<file path="src/rtl/data_mem_arbiter.sv">
// data_mem_arbiter: two-port arbiter in front of a word-wide data memory.
// Turns byte-addressed byte/half/word accesses into word cycles. Sub-word
// stores use read-modify-write. Loads are lane-extracted and extended.
// Optional build macro: ARB_RR_EN selects round-robin arbitration instead of
// fixed priority (P0_PRIO).
module data_mem_arbiter #(
   parameter int unsigned IDX_W   = 12,
   parameter bit          P0_PRIO = 1'b1
) (
   input  logic        clk,
   input  logic        reset,
   input  logic        p0_valid,
   input  logic        p0_write,
   input  logic [1:0]  p0_size,
   input  logic        p0_unsigned,
   input  logic [31:0] p0_addr,
   input  logic [31:0] p0_wdata,
   output logic        p0_done,
   output logic        p0_err,
   output logic [31:0] p0_rdata,
   input  logic        p1_valid,
   input  logic        p1_write,
   input  logic [1:0]  p1_size,
   input  logic        p1_unsigned,
   input  logic [31:0] p1_addr,
   input  logic [31:0] p1_wdata,
   output logic        p1_done,
   output logic        p1_err,
   output logic [31:0] p1_rdata,
   output logic [31:0] mem_address,
   output logic [31:0] mem_write_data,
   output logic        mem_write_enable,
   input  logic [31:0] mem_read_data
);

   localparam logic [1:0] SZ_BYTE = 2'b00;
   localparam logic [1:0] SZ_HALF = 2'b01;
   localparam logic [1:0] SZ_WORD = 2'b10;

   typedef enum logic [1:0] {S_IDLE, S_ACCESS, S_RMW_WR} state_t;

   state_t            state_q, state_d;
   logic              grant_q, grant_d;
   logic              write_q, write_d;
   logic [1:0]        size_q, size_d;
   logic              uns_q, uns_d;
   logic [1:0]        off_q, off_d;
   logic              bad_q, bad_d;
   logic [31:0]       wdata_q, wdata_d;
   logic [31:0]       addr_q, addr_d;
   logic [31:0]       wd_q, wd_d;
   logic              we_q, we_d;
   logic [1:0]        done_q, done_d;
   logic [1:0]        err_q, err_d;
   logic [1:0][31:0]  rdata_q, rdata_d;
`ifdef ARB_RR_EN
   logic              rr_q, rr_d;
`endif

   logic              sel;
   logic              s_write, s_uns, s_bad;
   logic [1:0]        s_size;
   logic [31:0]       s_addr, s_wdata;
   logic [31:0]       shifted, load_ext, rd_now, merged;
   logic              acc_load;
   logic              unused_ok;

   // Address bits above the word index never reach the memory.
   assign unused_ok = ^{p0_addr[31:IDX_W+2], p1_addr[31:IDX_W+2], P0_PRIO};

   // Grant selection among pending requests.
   always_comb begin
      sel = p1_valid;
`ifdef ARB_RR_EN
      if (p0_valid && p1_valid) sel = rr_q;
`else
      if (p0_valid && p1_valid) sel = ~P0_PRIO;
`endif
   end

   // Field mux of the granted port plus alignment/size check.
   always_comb begin
      s_write = sel ? p1_write    : p0_write;
      s_size  = sel ? p1_size     : p0_size;
      s_uns   = sel ? p1_unsigned : p0_unsigned;
      s_addr  = sel ? p1_addr     : p0_addr;
      s_wdata = sel ? p1_wdata    : p0_wdata;
      s_bad   = (s_size == 2'b11) ||
                ((s_size == SZ_HALF) && s_addr[0]) ||
                ((s_size == SZ_WORD) && (s_addr[1:0] != 2'b00));
   end

   // Load lane extraction/extension and store lane merge.
   always_comb begin
      shifted = mem_read_data >> {off_q, 3'b000};
      case (size_q)
         SZ_BYTE: load_ext = uns_q ? {24'b0, shifted[7:0]}   : {{24{shifted[7]}}, shifted[7:0]};
         SZ_HALF: load_ext = uns_q ? {16'b0, shifted[15:0]}  : {{16{shifted[15]}}, shifted[15:0]};
         default: load_ext = shifted;
      endcase
      rd_now = bad_q ? 32'b0 : load_ext;
      merged = mem_read_data;
      if (size_q == SZ_BYTE) merged[{off_q, 3'b000} +: 8]  = wdata_q[7:0];
      else                   merged[{off_q[1], 4'b0000} +: 16] = wdata_q[15:0];
   end

   // Load data is presented during ACCESS while the memory read is live.
   assign acc_load = (state_q == S_ACCESS) && !write_q;
   assign p0_rdata = (acc_load && !grant_q) ? rd_now : rdata_q[0];
   assign p1_rdata = (acc_load &&  grant_q) ? rd_now : rdata_q[1];

   assign p0_done          = done_q[0];
   assign p1_done          = done_q[1];
   assign p0_err           = err_q[0];
   assign p1_err           = err_q[1];
   assign mem_address      = addr_q;
   assign mem_write_data   = wd_q;
   assign mem_write_enable = we_q;

   // Next-state and registered-output logic.
   always_comb begin
      state_d = state_q;
      grant_d = grant_q;
      write_d = write_q;
      size_d  = size_q;
      uns_d   = uns_q;
      off_d   = off_q;
      bad_d   = bad_q;
      wdata_d = wdata_q;
      addr_d  = addr_q;
      wd_d    = wd_q;
      we_d    = 1'b0;
      done_d  = 2'b00;
      err_d   = 2'b00;
      rdata_d = rdata_q;
`ifdef ARB_RR_EN
      rr_d    = rr_q;
`endif
      case (state_q)
         S_IDLE: begin
            if (p0_valid || p1_valid) begin
               grant_d = sel;
               write_d = s_write;
               size_d  = s_size;
               uns_d   = s_uns;
               off_d   = s_addr[1:0];
               bad_d   = s_bad;
               wdata_d = s_wdata;
               addr_d  = 32'(s_addr[IDX_W+1:2]);
               // Loads, errors and word stores all finish in ACCESS.
               if (!s_bad && s_write && (s_size == SZ_WORD)) begin
                  wd_d = s_wdata;
                  we_d = 1'b1;
               end
               done_d[sel] = s_bad || !s_write || (s_size == SZ_WORD);
               err_d[sel]  = s_bad;
`ifdef ARB_RR_EN
               rr_d = ~sel;
`endif
               state_d = S_ACCESS;
            end
         end
         S_ACCESS: begin
            if (acc_load) rdata_d[grant_q] = rd_now;
            if (bad_q || !write_q || (size_q == SZ_WORD)) begin
               state_d = S_IDLE;
            end else begin
               wd_d            = merged;
               we_d            = 1'b1;
               done_d[grant_q] = 1'b1;
               state_d         = S_RMW_WR;
            end
         end
         S_RMW_WR: state_d = S_IDLE;
         default:  state_d = S_IDLE;
      endcase
   end

   // State and output registers.
   always_ff @(posedge clk or posedge reset) begin
      if (reset) begin
         state_q <= S_IDLE;
         grant_q <= 1'b0;
         write_q <= 1'b0;
         size_q  <= 2'b00;
         uns_q   <= 1'b0;
         off_q   <= 2'b00;
         bad_q   <= 1'b0;
         wdata_q <= 32'b0;
         addr_q  <= 32'b0;
         wd_q    <= 32'b0;
         we_q    <= 1'b0;
         done_q  <= 2'b00;
         err_q   <= 2'b00;
         rdata_q <= '0;
`ifdef ARB_RR_EN
         rr_q    <= 1'b0;
`endif
      end else begin
         state_q <= state_d;
         grant_q <= grant_d;
         write_q <= write_d;
         size_q  <= size_d;
         uns_q   <= uns_d;
         off_q   <= off_d;
         bad_q   <= bad_d;
         wdata_q <= wdata_d;
         addr_q  <= addr_d;
         wd_q    <= wd_d;
         we_q    <= we_d;
         done_q  <= done_d;
         err_q   <= err_d;
         rdata_q <= rdata_d;
`ifdef ARB_RR_EN
         rr_q    <= rr_d;
`endif
      end
   end

endmodule

</file>
<file path="config.mk">
export PLATFORM = sky130hd
export DESIGN_NAME = data_mem_arbiter
export DESIGN_NICKNAME = d
export VERILOG_FILES = /design/src/rtl/data_mem_arbiter.sv
export SDC_FILE = /design/constraint.sdc
export NUM_CORES = 1
export LEC_CHECK = 0
export CORE_MARGIN = 2
export CORE_UTILIZATION = 50
export CTS_BUF_LIST = sky130_fd_sc_hd__clkbuf_4 sky130_fd_sc_hd__clkbuf_8
export CTS_CLUSTER_DIAMETER = 100
export DETAILED_ROUTE_END_ITERATION = 12
export PLACE_DENSITY_LB_ADDON = 0.05
export SLEW_MARGIN = 20
export SYNTH_ARGS = -nofsm -noshare
export SYNTH_HDL_FRONTEND = slang
export SYNTH_SLANG_ARGS = --single-unit
</file>
<file path="constraint.sdc">
create_clock -name clk -period 11.9 [get_ports clk]
set_input_delay 2.38 -clock clk [delete_from_list [all_inputs] [get_ports clk]]
set_output_delay 2.38 -clock clk [all_outputs]
set_load 0.02 [all_outputs]
</file>
==> reports/results.tsv <==
stage	metric	value	unit
power	share_seq_of_total_power	0.263	
floorplanning	floorplan.initialDensity	0.505	
synthesis	synth-seq-area-share	0.419	
sta	whs	471	ps
critical_path	crit_required	9520	ps
drt	via_count	7647	
sta	maxClockFrequency	131	MHz
placed_design	routabilityCongestion	0.981	
power	power_frac_clock	0.124	
sta	worst_slew_pin_slew	859	ps
critical_path	worstSetupStartpoint	mem_read_data[7]	
drt	routed_via_density	5.66	
flow_run	max-cap-violations	0	
synthesis	flip_flop_cell_with_the_highest_count_after_synthesis	sky130_fd_sc_hd__dfrtp_1	
drt	drtPass1Iterations	5	
sta	worst_clock_skew	9.64	ps
critical_path	rr_worst_depth	7	
power	netSwitchingFraction	0.452	
cells_and_area	final_common_cell	sky130_fd_sc_hd__clkdlybuf4s50_1	
sta	fin_crit_period	7640	ps
synthesis	number_of_flops_mapped_to_enable_cells_by_yosys	0	
synthesis	syn_area_per_cell	9.11	sq um
clock_tree	cts_hold_buf	0	
critical_path	critical_path.top_delay_family	buffers and inverters	
power	net-switching-power	1.41	mW
critical_path	worst_path_max_delay_cell	sky130_fd_sc_hd__clkdlybuf4s50_1	
clock_tree	clock-root-buffer	sky130_fd_sc_hd__clkbuf_8	
critical_path	crit_fanout	16	
synthesis	post_synth_instance_area	8290	sq um
placed_design	buffer_ports.inserted	248	
drt	ant_nets	0	
power	finalPower	3.11	mW
sta	timing.max_slew.rel_slack	0.427	
floorplanning	pin_count	305	
clock_tree	level_count_of_the_clock_h_tree	4	
clock_tree	cts_tree	done	
worst_hold_path	hold_path_class	reg -> reg	
cells_and_area	register_area	3480	sq um
critical_path	path_cells	clkdlybuf4s50_1 > mux2i_1 > a31oi_2 > nand4_1 > o21ai_0 > clkdlybuf4s50_1	
critical_path	worst_path_most_repeated_cell	sky130_fd_sc_hd__clkdlybuf4s50_1	
critical_path	cp_data_arrival_time	5260	ps
clock_tree	numClockSinks	139	
floorplanning	die_height	133	um
clock_tree	cts-root-to-sink-buffers	2	
sta	setup_viol	0	
critical_path	critical_path_cell_count	6	
critical_path	crit_path_max_incr_delay	660	ps
critical_path	r2r-start	off_q[0]	
drt	routed_length_per_placed_instance	18.1	um
critical_path	cp-start-kind	primary input	
drt	detail_route.iter0.violations	531	
synthesis	ys_types	48	
cells_and_area	finalNetCount	1296	
synthesis	async_flop_share	1.00	
critical_path	cp_num_buf_inv	2	
clock_tree	cts_post_setup_buffers_inserted	0	
cells_and_area	areaGrowthSynthToFinish	34.8	%
floorplanning	fp.coreArea	16400	sq um
synthesis	synth-seq-cells	139	
cells_and_area	nFillCells	1355	
global_routing	globalRouteTotalUtil	0.280	
power	power_report.internal_total	1.70	mW
drt	drcViolationCount	0	
sta	setup_repair_after_global_routing_missed_its_margin	no	
floorplanning	number_of_cell_rows	47	
cells_and_area	antenna_cells_inserted	0	
global_routing	antenna_violations_before_repair	0	
power	power.density_cell_area	278	nW/um^2
clock_tree	worst_setup_hold_path_clk_slew	70	ps
global_routing	grt_pass1_wl	39000	um
synthesis	postSynthCellCount	910	
global_routing	grt_max_degree	74	
cells_and_area	fraction_of_layout_instances_using_a_drive_strength_above_1	0.0875	
cells_and_area	final_cell_mix	sky130_fd_sc_hd__clkdlybuf4s50_1, sky130_fd_sc_hd__o21ai_0, sky130_fd_sc_hd__dfrtp_1	
sta	finalMaxSlewViolations	0	
global_routing	grt_pass1_vias	7137	
outcome	outcome	finished clean	
drt	wl	24400	um
power	leakage	4.93	nW
floorplanning	die_area	17600	sq um
placed_design	placed_area	10800	sq um
global_routing	grt_remaining_overflow	0	
critical_path	critPathKind	in -> out	
synthesis	yosysWarningCount	0	
cells_and_area	multi_input_comb_area	4330	sq um
floorplanning	floorplan.die.width	133	um
power	power.combinational.fraction	0.613	
cells_and_area	post-route-util	0.681	
clock_tree	cts-resized-gates	0	
critical_path	crit_path_end	p1_rdata[25]	
sta	final.setup.tns	0	ps
clock_tree	cts_inserted_buffers	17	
placed_design	place_hpwl	17900	um
critical_path	end_kind	primary output	
sta	final_min_period_over_clock_period	0.642	
cells_and_area	layout.cell_area.non_filler	11200	sq um
sta	report.final.hold_viol_count	0	
critical_path	reg2reg_slack	9100	ps
clock_tree	insertion_delay	450	ps
critical_path	worst_r2r_endpoint	mem_write_data[5]	
power	vdd_drop_max	0.000175	V
stage by stage:
step                instances  setup WS [ps]
floorplan                 929           5770
global placement         1320           4290
detailed placement       1320           4290
CTS                      1351           4270
global route             1351           4060
finish                   1351           4260
layout make-up:
cell class                      instances  share of cell area
Inverter                               33              0.0115
Tap cell                              220              0.0246
Clock inverter                         10              0.0106
Timing Repair Buffer                  259               0.230
Multi-Input combinational cell        669               0.388
Clock buffer                           21              0.0247
Sequential cell                       139               0.311
Yosys cell counts, types with 12 or more instances:
cell type,n,area share
sky130_fd_sc_hd__a22oi_1,12,0.011
sky130_fd_sc_hd__inv_1,32,0.014
sky130_fd_sc_hd__nand2b_1,12,0.0091
sky130_fd_sc_hd__nor2b_1,13,0.0098
sky130_fd_sc_hd__buf_4,22,0.020
sky130_fd_sc_hd__mux2_2,13,0.018
sky130_fd_sc_hd__nand2_1,122,0.055
sky130_fd_sc_hd__o22ai_1,24,0.018
sky130_fd_sc_hd__mux2i_1,79,0.095
sky130_fd_sc_hd__clkbuf_1,45,0.020
sky130_fd_sc_hd__buf_2,14,0.0084
sky130_fd_sc_hd__o21ai_0,228,0.14
sky130_fd_sc_hd__mux2_4,29,0.053
sky130_fd_sc_hd__a21oi_1,32,0.019
sky130_fd_sc_hd__dfrtp_1,139,0.42
sequential cells by signal (all words and copies together) (netlist names):
signal	cells
rdata_q	64
mem_write_data	32
wdata_q	16
mem_address	12
done_q	2
err_q	2
off_q	2
size_q	2
state_q	2
bad_q	1
grant_q	1
mem_write_enable	1
uns_q	1
write_q	1
worst register-to-register path, delay by kind of cell (launching register included):
kind            cells  cell delay [ps]
mux                 1              190
simple gates        1              710
fa+ha+maj           1              400
compound gates      2              440
flops               1              350
buf+inv             2              650
metal layers:
| layer | share of wire | track usage | wire length, um | up-vias |
|---|---|---|---|---|
| met2 | 0.47 | 0.432 | 11400 | 305 |
| li1 | - | - | - | 3633 |
| met3 | 0.065 | 0.0625 | 1570 | 32 |
| met4 | 0.023 | 0.0818 | 550 | 0 |
| met5 | 0 | 0 | 0 | - |
| met1 | 0.45 | 0.396 | 10900 | 3677 |
power by group through the flow:
stage          Combinational, mW  Sequential, mW  Clock (mW)
6_report                    1.91           0.818       0.387
5_1_grt                     2.07           0.841       0.414
4_1_cts                     1.90           0.814       0.394
3_5_place_dp                1.90           0.820           0
3_3_place_gp                1.88           0.813           0
2_1_floorplan               1.13           0.876           0
worst min path at each step:
| stage | startpoint | end | slack [ps] | cells after the start |
|---|---|---|---|---|
| floorplan | rdata_q[0] | rdata_q[0] | 440 | 2 |
| global placement | rdata_q[52] | rdata_q[52] | 450 | 2 |
| detailed placement | rdata_q[33] | rdata_q[33] | 460 | 2 |
| CTS | rdata_q[22] | rdata_q[22] | 480 | 2 |
| global route | rdata_q[34] | rdata_q[34] | 490 | 2 |
| finish | rdata_q[52] | rdata_q[52] | 470 | 2 |
cell families (layout without fill, tap and decap cells):
| logic type | count (synthesis) | in the layout | synth area share |
|---|---|---|---|
| adder cells (fa/ha/maj) | 5 | 5 | 0.00754 |
| AND/OR/NAND/NOR | 174 | 174 | 0.0935 |
| flip-flops | 139 | 139 | 0.419 |
| buffers and inverters | 121 | 323 | 0.0705 |
| AO/OA/AOI/OAI | 348 | 348 | 0.240 |
| other | 1 | 20 | 0.000452 |
| multiplexers | 122 | 122 | 0.168 |
(Power assumes the default switching activity.)
